<file path="config.mk">
export PLATFORM = sky130hd
export DESIGN_NAME = mod_uart
export DESIGN_NICKNAME = d
export VERILOG_FILES = /design/src/rtl/mod_uart.sv
export SDC_FILE = /design/constraint.sdc
export NUM_CORES = 1
export LEC_CHECK = 0
export CAP_MARGIN = 15
export CELL_PAD_IN_SITES_DETAIL_PLACEMENT = 1
export CELL_PAD_IN_SITES_GLOBAL_PLACEMENT = 2
export CORE_MARGIN = 2
export CORE_UTILIZATION = 29
export CTS_CLUSTER_SIZE = 20
export DETAILED_ROUTE_END_ITERATION = 10
export PLACE_DENSITY_LB_ADDON = 0.1
export SYNTH_ARGS = -nofsm -noshare
export SYNTH_HDL_FRONTEND = slang
export SYNTH_SLANG_ARGS = --single-unit
</file>
<file path="constraint.sdc">
create_clock -name clk -period 2.6 [get_ports clk]
set_input_delay 0.65 -clock clk [delete_from_list [all_inputs] [get_ports clk]]
set_output_delay 0.65 -clock clk [all_outputs]
set_load 0.01 [all_outputs]
</file>
<file path="src/rtl/mod_uart.sv">
// Memory-mapped 8N1 UART: command/status/rx/tx registers on daddr[3:2],
// independent TX and RX state machines timed by CLKS_PER_BIT baud counters.
module mod_uart #(
    parameter int unsigned CLKS_PER_BIT = 434
) (
    input  logic        clk,
    input  logic        rst,
    input  logic        de,
    input  logic        drw,
    input  logic [31:0] daddr,
    input  logic [31:0] din,
    output logic [31:0] dout,
    output logic        txd,
    input  logic        rxd
);

    localparam logic [1:0] ST_IDLE  = 2'd0;
    localparam logic [1:0] ST_START = 2'd1;
    localparam logic [1:0] ST_DATA  = 2'd2;
    localparam logic [1:0] ST_STOP  = 2'd3;

    localparam logic [15:0] BIT_LAST  = 16'(CLKS_PER_BIT - 1);
    localparam logic [15:0] HALF_LAST = 16'(CLKS_PER_BIT / 2 - 1);

    logic [1:0]  tx_state_q, tx_state_d;
    logic [15:0] tx_cnt_q, tx_cnt_d;
    logic [2:0]  tx_bit_q, tx_bit_d;
    logic [7:0]  tx_shift_q, tx_shift_d;
    logic [7:0]  tx_buf_q, tx_buf_d;

    logic [1:0]  rx_sync_q;
    logic [1:0]  rx_state_q, rx_state_d;
    logic [15:0] rx_cnt_q, rx_cnt_d;
    logic [2:0]  rx_bit_q, rx_bit_d;
    logic [7:0]  rx_shift_q, rx_shift_d;
    logic [7:0]  rx_buf_q, rx_buf_d;
    logic        rx_ready_q, rx_ready_d;
    logic        overrun_q, overrun_d;
    logic        frame_err_q, frame_err_d;

    logic        wr_en, rd_en, cmd_wr, start_cmd, clr_cmd, txbuf_wr;
    logic        tx_ready, rx_line, stop_ok, stop_bad;
    logic [1:0]  sel;
    logic        unused_bits;

    assign sel       = daddr[3:2];
    assign wr_en     = de & drw;
    assign rd_en     = de & ~drw;
    assign cmd_wr    = wr_en && (sel == 2'd0);
    assign start_cmd = cmd_wr && din[0];
    assign clr_cmd   = cmd_wr && din[1];
    assign txbuf_wr  = wr_en && (sel == 2'd3);
    assign tx_ready  = (tx_state_q == ST_IDLE);
    assign rx_line   = rx_sync_q[1];
    assign unused_bits = ^{daddr[31:4], daddr[1:0], din[31:8]};

    // Transmitter: the in-flight byte lives in tx_shift_q, so tx_buf_q may be rewritten mid-frame.
    always_comb begin
        tx_state_d = tx_state_q;
        tx_cnt_d   = tx_cnt_q;
        tx_bit_d   = tx_bit_q;
        tx_shift_d = tx_shift_q;
        tx_buf_d   = txbuf_wr ? din[7:0] : tx_buf_q;
        case (tx_state_q)
            ST_IDLE: begin
                if (start_cmd) begin
                    tx_state_d = ST_START;
                    tx_cnt_d   = '0;
                    tx_bit_d   = '0;
                    tx_shift_d = tx_buf_q;
                end
            end
            ST_START: begin
                if (tx_cnt_q == BIT_LAST) begin
                    tx_cnt_d   = '0;
                    tx_state_d = ST_DATA;
                end else begin
                    tx_cnt_d = tx_cnt_q + 16'd1;
                end
            end
            ST_DATA: begin
                if (tx_cnt_q == BIT_LAST) begin
                    tx_cnt_d   = '0;
                    tx_shift_d = tx_shift_q >> 1;
                    if (tx_bit_q == 3'd7) begin
                        tx_state_d = ST_STOP;
                    end else begin
                        tx_bit_d = tx_bit_q + 3'd1;
                    end
                end else begin
                    tx_cnt_d = tx_cnt_q + 16'd1;
                end
            end
            default: begin
                if (tx_cnt_q == BIT_LAST) begin
                    tx_cnt_d   = '0;
                    tx_state_d = ST_IDLE;
                end else begin
                    tx_cnt_d = tx_cnt_q + 16'd1;
                end
            end
        endcase
    end

    always_comb begin
        case (tx_state_q)
            ST_START: txd = 1'b0;
            ST_DATA:  txd = tx_shift_q[0];
            default:  txd = 1'b1;
        endcase
    end

    // Receiver: start bit is re-checked at mid-bit, then every sample lands mid-bit.
    always_comb begin
        rx_state_d = rx_state_q;
        rx_cnt_d   = rx_cnt_q;
        rx_bit_d   = rx_bit_q;
        rx_shift_d = rx_shift_q;
        stop_ok    = 1'b0;
        stop_bad   = 1'b0;
        case (rx_state_q)
            ST_IDLE: begin
                if (!rx_line) begin
                    rx_state_d = ST_START;
                    rx_cnt_d   = '0;
                end
            end
            ST_START: begin
                if (rx_cnt_q == HALF_LAST) begin
                    rx_cnt_d = '0;
                    if (!rx_line) begin
                        rx_state_d = ST_DATA;
                        rx_bit_d   = '0;
                    end else begin
                        rx_state_d = ST_IDLE;
                    end
                end else begin
                    rx_cnt_d = rx_cnt_q + 16'd1;
                end
            end
            ST_DATA: begin
                if (rx_cnt_q == BIT_LAST) begin
                    rx_cnt_d   = '0;
                    rx_shift_d = {rx_line, rx_shift_q[7:1]};
                    if (rx_bit_q == 3'd7) begin
                        rx_state_d = ST_STOP;
                    end else begin
                        rx_bit_d = rx_bit_q + 3'd1;
                    end
                end else begin
                    rx_cnt_d = rx_cnt_q + 16'd1;
                end
            end
            default: begin
                if (rx_cnt_q == BIT_LAST) begin
                    rx_cnt_d   = '0;
                    rx_state_d = ST_IDLE;
                    stop_ok    = rx_line;
                    stop_bad   = ~rx_line;
                end else begin
                    rx_cnt_d = rx_cnt_q + 16'd1;
                end
            end
        endcase
    end

    // Flag sets are applied after the clear so a coincident set wins.
    always_comb begin
        rx_buf_d    = rx_buf_q;
        rx_ready_d  = rx_ready_q;
        overrun_d   = overrun_q;
        frame_err_d = frame_err_q;
        if (clr_cmd) begin
            rx_ready_d  = 1'b0;
            overrun_d   = 1'b0;
            frame_err_d = 1'b0;
        end
        if (stop_ok) begin
            rx_buf_d   = rx_shift_q;
            rx_ready_d = 1'b1;
            if (rx_ready_q) begin
                overrun_d = 1'b1;
            end
        end
        if (stop_bad) begin
            frame_err_d = 1'b1;
        end
    end

    always_comb begin
        dout = '0;
        if (rd_en) begin
            case (sel)
                2'd1:    dout = {28'd0, frame_err_q, overrun_q, rx_ready_q, tx_ready};
                2'd2:    dout = {24'd0, rx_buf_q};
                2'd3:    dout = {24'd0, tx_buf_q};
                default: dout = '0;
            endcase
        end
    end

    always_ff @(posedge clk) begin
        if (!rst) begin
            tx_state_q  <= ST_IDLE;
            tx_cnt_q    <= '0;
            tx_bit_q    <= '0;
            tx_shift_q  <= '0;
            tx_buf_q    <= '0;
            rx_sync_q   <= 2'b11;
            rx_state_q  <= ST_IDLE;
            rx_cnt_q    <= '0;
            rx_bit_q    <= '0;
            rx_shift_q  <= '0;
            rx_buf_q    <= '0;
            rx_ready_q  <= 1'b0;
            overrun_q   <= 1'b0;
            frame_err_q <= 1'b0;
        end else begin
            tx_state_q  <= tx_state_d;
            tx_cnt_q    <= tx_cnt_d;
            tx_bit_q    <= tx_bit_d;
            tx_shift_q  <= tx_shift_d;
            tx_buf_q    <= tx_buf_d;
            rx_sync_q   <= {rx_sync_q[0], rxd};
            rx_state_q  <= rx_state_d;
            rx_cnt_q    <= rx_cnt_d;
            rx_bit_q    <= rx_bit_d;
            rx_shift_q  <= rx_shift_d;
            rx_buf_q    <= rx_buf_d;
            rx_ready_q  <= rx_ready_d;
            overrun_q   <= overrun_d;
            frame_err_q <= frame_err_d;
        end
    end

endmodule

</file>
==> impl_metrics.toml <==
[synth]
synth_seq_cells = 79
synth_edf_count = 0
yosys.area.top_type = "dfxtp_1"
synthTopCellsByArea = "dfxtp_1 38%, mux2i_1 8.4%, nor2_1 5.5%, nand2_1 4.9%, buf_4 4.5%"
yosysWarnings = 0
async_reset_ff_frac = 0
seq_area_frac_synth = 0.380
ys_types = 55
synth_top_cell_area_share = 0.380
synthFlopType = "dfxtp_1"
synth_area_um2 = 4160
synth_cells = 490
syn_area_per_cell_um2 = 8.49

[timing]
setup_viol = 0
clock.fmax_ghz = 0.415
hold_violations = 0
slew_headroom = 0.620
rsz0062_at_grt = "no"
layout_setup_ws_ns = 0.191
fin_skew_ns = 0.00588
fin_crit_ns = 2.41
slew_viol_final = 0
period_share = 0.926
worst-slew-pin-transition_ns = 0.570

[clock_network]
clock_sinks = 79
numCtsBuffers = 9
max-clock-path-buffers = 2
cts_hold_buf = 0
worstSkewPairLatency_ns = 0.34
clkTransAtPathRegs_ns = 0.06
root_buffer = "clkbuf_16"
h-tree-depth = 3
cts_tree = "yes"

[floorplan]
chipHeight_um = 124
ios = 102
dieArea_um2 = 15300
coreArea_um2 = 13900
start_util = 0.299
fp-row-count = 43
die_x_um = 124

[place]
portBuffers = 23
hpwl_mm = 7.55
place_area_um2 = 4590
place_ws_ns = -0.434
gp_congestion = 0.759

[setup_path]
critPathTopFamily = "buffers and inverters"
crit_type = "in -> out"
crit_required_ns = 1.95
cp.arrival_ns = 1.76
crit_chain = "clkdlybuf4s50_1 > nand3b_1 > nor2_1 > dlygate4sd2_1"
worstPathBufferInverterCount = 2
cp_max_fo = 4
crit_slowest_cell = "clkdlybuf4s50_1"
start_kind = "input port"
slowest_delay_ns = 0.44
rrSetupSlack_ns = 0.42
endpoint_kind = "primary output"

[detailed_routing]
firstDrtPassIters = 4
num_vias = 3454
vias_per_cell = 4.89
post_drt_wl_per_cell_um = 14.9
drtAntennaViolNets = 0
drtIter0Drc = 138
drc_errors = 0
finalWirelength_mm = 10.5

[cells_and_area]
drive_gt1_frac = 0.116
final_nets = 604
design_area_um2 = 4940
insertedDiodeCount = 0
area_delta_synth_final_pct = 18.7
final_util = 0.354

[power_and_ir_drop]
p_leak_nw = 1.93
power_density_nw_per_um2 = 668
peakVddDrop_uv = 463

[status]
status = "finished clean"

[global_routing]
globalRouteOverflowTotal = 0
grt_start_max_net_pins = 34
grt_pass1_wl_mm = 18.1
grt_pass1_vias = 3643
gr-usage-all-layers = 0.151
antenna_found_initial = 0

[hold_path]
hold_class = "reg -> reg"

[run]
drv_cap = 0
==> where the power goes <==
group	total, mW	internal, mW	switching, mW
Combinational	0.618	0.258	0.360
Clock	1.37	0.840	0.530
Sequential	1.31	1.27	0.0439
Total	3.30	2.37	0.934
==> layer usage <==
| layer | track usage | routed length (um) | part of all wire |
|---|---|---|---|
| met5 | 0 | 0 | 0 |
| met4 | 0.0384 | 117 | 0.011 |
| met3 | 0.0440 | 262 | 0.025 |
| met2 | 0.254 | 4930 | 0.47 |
| met1 | 0.190 | 5210 | 0.50 |
==> through the flow <==
step	hold slack [ns]	TNS [ns]	power, mW	std cells
2_1_floorplan	0.386	0	1.72	513
3_3_place_gp	0.405	-2.39	1.95	688
3_5_place_dp	0.405	-2.48	1.95	688
4_1_cts	0.420	-0.0728	3.37	707
5_1_grt	0.435	0	3.49	707
6_report	0.415	0	3.30	707
==> layout make-up <==
type                            instances  area (um^2)
Inverter                               17         63.8
Timing Repair Buffer                   47          407
Clock inverter                          7         97.6
Sequential cell                        79         1580
Tap cell                              180          225
Fill cell                            1633         9000
Multi-Input combinational cell        368         2340
Clock buffer                            9          225
==> state kept, by name, summed over array words and instances (netlist names) <==
register     count
frame_err_q      1
overrun_q        1
rx_bit_q         3
rx_buf_q         8
rx_cnt_q        16
rx_ready_q       1
rx_shift_q       8
rx_state_q       2
rx_sync_q        2
tx_bit_q         3
tx_buf_q         8
tx_cnt_q        16
tx_shift_q       8
tx_state_q       2
==> layout by cell type (no fill, tap or decap), types with 7 or more instances in the layout <==
master / n
nand4_1: 11
dfxtp_1: 79
inv_1: 16
nand3_1: 12
mux2i_1: 35
xnor2_1: 9
a211oi_1: 8
o21ai_0: 7
clkbuf_16: 9
nor2_1: 61
conb_1: 24
a21oi_1: 25
nor3_1: 9
and3_1: 7
buf_4: 21
nand2_1: 54
ha_1: 13
clkdlybuf4s50_1: 13
==> worst reg2reg max path, stage by stage, from the launching register on <==
cell     delay, ns
dfxtp_1       0.37
nor4_1        0.30
nand3_1       0.20
or4_4         0.58
a32oi_4       0.49
nor2_1        0.11
==> cells by family (layout without fill, tap and decap cells) <==
kind of cell | count (synthesis) | after routing | synth area share
AOI/OAI and AO/OA | 76 | 76 | 0.132
xor gates and xnor gates | 15 | 15 | 0.0316
adders and majority gates | 13 | 13 | 0.0391
buffers and inverters | 66 | 80 | 0.0836
DFF | 79 | 79 | 0.380
muxes | 37 | 37 | 0.0896
other | 1 | 24 | 0.000901
and+or+nand+nor | 203 | 203 | 0.243
==> synth_stat cells, drive strengths merged, types with 2 or more instances <==
cell and number:
or4 5, nand2 54, nand4b 3, xor2 6
nand2b 6, nor2b 6, a22oi 5, and2 5
nor2 61, nand3 12, xnor2 9, and4 3
a211oi 8, dfxtp 79, nor3 9, mux2 2
nand4 11, o31ai 2, nor4 6, o211a 2
clkbuf 19, a31oi 6, a21oi 25, nand3b 4
and3 7, o21ai 10, ha 13, o311a 3
o221a 5, o22ai 2, mux2i 35, inv 16
or3 5, o211ai 2, buf 30
==> repair_timing <==
| item | 4_1_cts | 5_1_grt |
|---|---|---|
| gates resized for setup | 27 | 4 |
| pin swaps | 0 | 2 |
| setup buffers | 3 | 0 |
| endpoints found under the setup margin | 8 | 4 |
==> final timing paths <==
check,start,endpoint,cells past startpoint
worst max-delay path,drw,dout[7],4
worst min-delay path,rx_sync_q[0]$_SDFF_PN1_,rx_sync_q[1]$_SDFF_PN1_,1
worst max register to register,rx_cnt_q[10]$_SDFFE_PN0P_,rx_cnt_q[10]$_SDFFE_PN0P_,5
worst min register to register,rx_sync_q[0]$_SDFF_PN1_,rx_sync_q[1]$_SDFF_PN1_,1
No activity file was read; power rests on OpenSTA's default activity.
